## src/rtl/derive_real_size_multitap.sv

```systemverilog
// Converts extended block sizes (size + filter margin) back to real sizes, arbitrating
// round-robin across FLUX input fifos into one tagged, registered output word.
module derive_real_size_multitap #(
    parameter int FLUX        = 2,
    parameter int DATA_WIDTH  = 7,
    parameter int LUMA_DIFF   = 7,
    parameter int CHROMA_DIFF = 3,
    localparam int TAG_WIDTH  = (FLUX == 1) ? 1 : $clog2(FLUX)
) (
    input  logic                            clk_i,
    input  logic                            rst_i,
    input  logic [FLUX-1:0]                 chroma_mode_i,
    output logic [FLUX-1:0]                 underflow_o,
    input  logic [DATA_WIDTH+TAG_WIDTH-1:0] ext_size_dout_i,
    input  logic [FLUX-1:0]                 ext_size_empty_i,
    output logic [FLUX-1:0]                 ext_size_read_o,
    input  logic                            real_size_full_i,
    output logic                            real_size_write_o,
    output logic [DATA_WIDTH+TAG_WIDTH-1:0] real_size_din_o
);

    localparam logic [DATA_WIDTH-1:0] LUMA_D   = DATA_WIDTH'(LUMA_DIFF);
    localparam logic [DATA_WIDTH-1:0] CHROMA_D = DATA_WIDTH'(CHROMA_DIFF);
    localparam logic [TAG_WIDTH-1:0]  LAST_IDX = TAG_WIDTH'(FLUX - 1);

    logic                  out_valid_q, out_valid_d;
    logic [TAG_WIDTH-1:0]  out_tag_q, out_tag_d;
    logic [DATA_WIDTH-1:0] out_size_q, out_size_d;
    logic [TAG_WIDTH-1:0]  rr_ptr_q, rr_ptr_d;
    logic [FLUX-1:0]       underflow_q, underflow_d;

    logic                  accept;
    logic                  grant_vld;
    logic [TAG_WIDTH-1:0]  grant;
    logic [TAG_WIDTH-1:0]  scan_idx;
    logic [DATA_WIDTH-1:0] ext_size;
    logic [DATA_WIDTH-1:0] diff;
    logic [DATA_WIDTH-1:0] real_size;
    logic                  short_size;
    logic [TAG_WIDTH-1:0]  unused_dout_hi;

    assign ext_size       = ext_size_dout_i[DATA_WIDTH-1:0];
    assign unused_dout_hi = ext_size_dout_i[DATA_WIDTH+TAG_WIDTH-1:DATA_WIDTH];

    // Register is free, or its word leaves this cycle.
    assign accept = ~out_valid_q | ~real_size_full_i;

    // Scan from the highest offset down so the lowest offset from rr_ptr wins.
    always_comb begin
        grant_vld = 1'b0;
        grant     = '0;
        scan_idx  = '0;
        for (int k = FLUX - 1; k >= 0; k--) begin
            scan_idx = TAG_WIDTH'((int'(rr_ptr_q) + k) % FLUX);
            if (!ext_size_empty_i[scan_idx]) begin
                grant_vld = 1'b1;
                grant     = scan_idx;
            end
        end
    end

    assign diff       = chroma_mode_i[grant] ? CHROMA_D : LUMA_D;
    assign short_size = ext_size < diff;
    assign real_size  = short_size ? '0 : ext_size - diff;

    always_comb begin
        out_valid_d = out_valid_q;
        out_tag_d   = out_tag_q;
        out_size_d  = out_size_q;
        rr_ptr_d    = rr_ptr_q;
        underflow_d = underflow_q;
        if (grant_vld && accept) begin
            out_valid_d = 1'b1;
            out_tag_d   = grant;
            out_size_d  = real_size;
            rr_ptr_d    = (grant == LAST_IDX) ? '0 : grant + TAG_WIDTH'(1);
            if (short_size) begin
                underflow_d[grant] = 1'b1;
            end
        end else if (real_size_write_o) begin
            out_valid_d = 1'b0;
        end
    end

    always_ff @(posedge clk_i or posedge rst_i) begin
        if (rst_i) begin
            out_valid_q <= 1'b0;
            out_tag_q   <= '0;
            out_size_q  <= '0;
            rr_ptr_q    <= '0;
            underflow_q <= '0;
        end else begin
            out_valid_q <= out_valid_d;
            out_tag_q   <= out_tag_d;
            out_size_q  <= out_size_d;
            rr_ptr_q    <= rr_ptr_d;
            underflow_q <= underflow_d;
        end
    end

    // Pop is gated by reset so nothing is consumed while the block is held in reset.
    always_comb begin
        ext_size_read_o = '0;
        if (grant_vld && accept && !rst_i) begin
            ext_size_read_o[grant] = 1'b1;
        end
    end

    assign real_size_write_o = out_valid_q & ~real_size_full_i;
    assign real_size_din_o   = out_valid_q ? {out_tag_q, out_size_q} : '0;
    assign underflow_o       = underflow_q;

endmodule

```

## config.mk

```make
export PLATFORM = sky130hd
export DESIGN_NAME = derive_real_size_multitap
export DESIGN_NICKNAME = d
export VERILOG_FILES = /design/src/rtl/derive_real_size_multitap.sv
export SDC_FILE = /design/constraint.sdc
export NUM_CORES = 1
export LEC_CHECK = 0
export ABC_AREA = 1
export CAP_MARGIN = 30
export CELL_PAD_IN_SITES_DETAIL_PLACEMENT = 0
export CELL_PAD_IN_SITES_GLOBAL_PLACEMENT = 1
export CORE_MARGIN = 2
export CORE_UTILIZATION = 25
export CTS_BUF_LIST = sky130_fd_sc_hd__clkbuf_4
export DETAILED_ROUTE_END_ITERATION = 8
export PLACE_DENSITY_LB_ADDON = 0.1
export SYNTH_ARGS = -nofsm -noshare
export SYNTH_HDL_FRONTEND = slang
export SYNTH_SLANG_ARGS = --single-unit
```

## constraint.sdc

```tcl
create_clock -name clk_i -period 2.1 [get_ports clk_i]
set_clock_uncertainty 0.05 [all_clocks]
set_input_delay 0.42 -clock clk_i [delete_from_list [all_inputs] [get_ports clk_i]]
set_output_delay 0.42 -clock clk_i [all_outputs]
set_load 0.01 [all_outputs]
```

==> out/metrics.cfg, run 1 <==
[outcome]
status=finished, final reports clean

[timing]
setup_ws_ps=78.7
tightest_slew_ps=486
max_freq_ghz=0.495
worst_hold_slack_ps=425
timing.final.max_slew_violations=0
timing.final.crit_share_pct=96.3
timing.setup.tns_ps=0
finalHoldViolCount=0
finalWorstPathRequiredPeriod_ps=2020
setup_viol=0
slew-limit-headroom_pct=67.6

[placement]
numPortBuffers=26
dpl.cell_count=164
dp_hpwl_um=1420
gp_congestion=0.804
placed_cell_area_sq_um=1110
detailedPlace.worstSlack_ps=-270

[worst_hold_path]
worstHoldPathType=reg2reg

[worst_setup_path]
critical_path_arrival_ps=1550
rr_endpoint=out_size_q[5]$_DFFE_PP0P_
crit_type=in2out
setup.worst_path.start_class=input pin
crit_fanout=4
worst_reg_to_reg_setup_slack_ps=320
cp-end-kind=primary output
timing.critical_path.from=ext_size_empty_i[0]
reg2reg_depth=12
worst_setup_path_endpoint=ext_size_read_o[0]
rr_startpoint=rr_ptr_q$_DFFE_PP0P_
crit_required_ps=1630

[synthesis]
count_of_cell_types_in_the_netlist=20
mappedNetlistArea_sq_um=763
yosys_register_bits=12
synth_nets=116
yosys_warnings=0
yosysSeqAreaShare_pct=39.3
syn_area_per_cell_sq_um=7.71
post_synth_inst_count=99

[global_route]
grtUsageMet2_pct=20.6
grt_pass1_wl_um=2960
gr-max-usage-layer=met2
met3_usage_pct=4.15
gr-usage-met1_pct=12.8
grt.total_usage_pct=11.5
first_global_vias=702
grt_antenna_before_repair=0
largest_net_degree_at_the_start_of_global_routing=13
grt.overflow.total=0

[power]
vdd.ir_drop.worst_mv=0.287
power.share.switching_pct=32.4
design_power_total_mw=0.761
cellLeakagePower_nw=0.585
power.clock.fraction_pct=19.1
power_switching_mw=0.246
pwr-share-comb_pct=41.4
power_frac_seq_pct=39.5
power.internal_mw=0.514
pwr_density_cell_nw_per_um2=667

[route]
drt_drc_violations_left=0
totalWireLength_um=1760
drt-pass1-iter-count=4
routedWlPerCell_um=10.5
drtAntennaViolNets=0
drt-vias-per-instance=4.23
detail_route.iter0.violations=15
dr_total_vias=706

[cells_and_area]
final_layout_size_suffix_gt1_share_pct=20.9
stdcell_area_sq_um=1140
final_net_count=153
final_cell_count_without_fillers=167
antenna_cells_inserted=0
final_standard_cell_utilization_of_the_core_pct=38.3
areaGrowthSynthToFinish_pct=49.5

[cts]
cts.clk_slew.worst_paths_ps=80
cts.repair_timing.setup_buffer_count=0
post_cts.resized_instances=2
clock_tree_from_tritoncts=yes
clock_tree.buffer_depth=2
worst_skew_pair.late_latency_ps=270
cts_hold_buf=0
cts_htree_levels=1
cts.root.buffer_cell=clkbuf_4
cts_made_buffers=3
cts_num_sinks=12

[die]
fp.dieW_um=59.3
floorplan_core_area_sq_um=2980
num_rows=20
ios=28
initial_core_utilization_pct=25.6
design.die.area_sq_um=3510
dieHeight_um=59.3

[job]
drv.max_cap_violation_count=0

cells in the final DEF, fill, tap and decap left out:
master,Yosys,routed
nand2_1,36,36
clkdlybuf4s50_1,0,24
inv_1,15,14
dfrtp_1,12,12
buf_4,1,8
nor2_1,8,7
o21ai_2,5,5
nor2_2,2,3
nand3_1,3,3
clkbuf_4,0,3
nand2_2,2,2
nand2_4,2,2
o21bai_1,2,2
nand4_1,2,2
dlygate4sd2_1,0,2
nand3_2,1,1
o21bai_4,1,1
xnor2_1,1,1
xor2_1,1,1
inv_2,0,1
nor3_2,1,1
o21a_1,1,1
ha_4,0,1
ha_1,2,1
flip-flops by register name (all words and copies together), names as in the netlist:
name,cells
out_tag_q,1
out_valid_q,1
out_size_q,7
underflow_o,2
rr_ptr_q,1
routing by layer:
| layer | part of all wire [%] | wire [um] |
|---|---|---|
| met1 | 41 | 727 |
| met2 | 52 | 918 |
| met3 | 4.6 | 81 |
| met4 | 1.6 | 28 |
| met5 | 0 | 0 |
how the worst min path moves through the flow:
stage                          startpoint                          to  slack (ps)  cells past startpoint
2_1_floorplan                       rst_i   out_size_q[0]$_DFFE_PP0P_         230                      1
3_3_place_gp   underflow_o[0]$_DFFE_PP0P_  underflow_o[0]$_DFFE_PP0P_         420                      1
3_5_place_dp   underflow_o[0]$_DFFE_PP0P_  underflow_o[0]$_DFFE_PP0P_         420                      1
4_1_cts        underflow_o[0]$_DFFE_PP0P_  underflow_o[0]$_DFFE_PP0P_         440                      1
5_1_grt         out_size_q[2]$_DFFE_PP0P_   out_size_q[2]$_DFFE_PP0P_         460                      2
6_report       underflow_o[0]$_DFFE_PP0P_  underflow_o[0]$_DFFE_PP0P_         430                      1
logic make-up (layout without fill, tap and decap cells):
family	Yosys count	count (layout)	synth area share, %
AOI/OAI and AO/OA	9	9	11.1
xor gates and xnor gates	2	2	2.30
adders and majority gates	2	2	3.28
buffers and inverters	17	52	9.84
DFF	12	12	39.3
and+or+nand+nor	57	57	34.1
power groups by stage:
stage                     Combinational [mW]  Sequential, mW  Clock [mW]
after floorplan                        0.159           0.305           0
after global placement                 0.314           0.303           0
after detailed placement               0.316           0.305           0
after CTS                              0.315           0.301       0.154
after global routing                   0.350           0.307       0.167
final                                  0.315           0.300       0.145
final cells by class:
cell class	count	area, sq um
Clock buffer	3	22.5
Fill cell	311	1840
Timing Repair Buffer	34	318
Multi-Input combinational cell	70	403
Tap cell	33	41.3
Inverter	15	56.3
Sequential cell	12	300
critical path, cell delays in order:
cell and delay (ps):
clkdlybuf4s50_1 490, nor2_1 60, nor2_2 110, inv_2 70, nand2_1 80, nor2_1 40, dlygate4sd2_1 280
cell usage after synthesis (all sizes together):
master,n,area (sq um)
ha,2,25.0
o21bai,3,33.8
xnor2,1,8.76
nor2,10,42.5
nand3,4,25.0
nand4,2,12.5
xor2,1,8.76
dfrtp,12,300
nand2,40,170
nor3,1,10.0
o21a,1,7.51
buf,2,18.8
o21ai,5,43.8
inv,15,56.3
No activity file was read; power rests on OpenSTA's default activity.
==> run 2: changes to the inputs <==
--- a/config.mk
+++ b/config.mk
@@ -6,7 +6,6 @@
 export NUM_CORES = 1
 export LEC_CHECK = 0
 export ABC_AREA = 1
-export CAP_MARGIN = 30
 export CELL_PAD_IN_SITES_DETAIL_PLACEMENT = 0
 export CELL_PAD_IN_SITES_GLOBAL_PLACEMENT = 1
 export CORE_MARGIN = 2
==> results of run 2 <==
Same layout as run 1: the final DEF is identical, and so are final timing and power.
==> run 3: changes to the inputs <==
--- a/config.mk
+++ b/config.mk
@@ -6,6 +6,7 @@
 export NUM_CORES = 1
 export LEC_CHECK = 0
 export ABC_AREA = 1
+export CAP_MARGIN = 30
 export CELL_PAD_IN_SITES_DETAIL_PLACEMENT = 0
 export CELL_PAD_IN_SITES_GLOBAL_PLACEMENT = 1
 export CORE_MARGIN = 2
==> results of run 3 <==
Same layout as run 1: the final DEF is identical, and so are final timing and power.
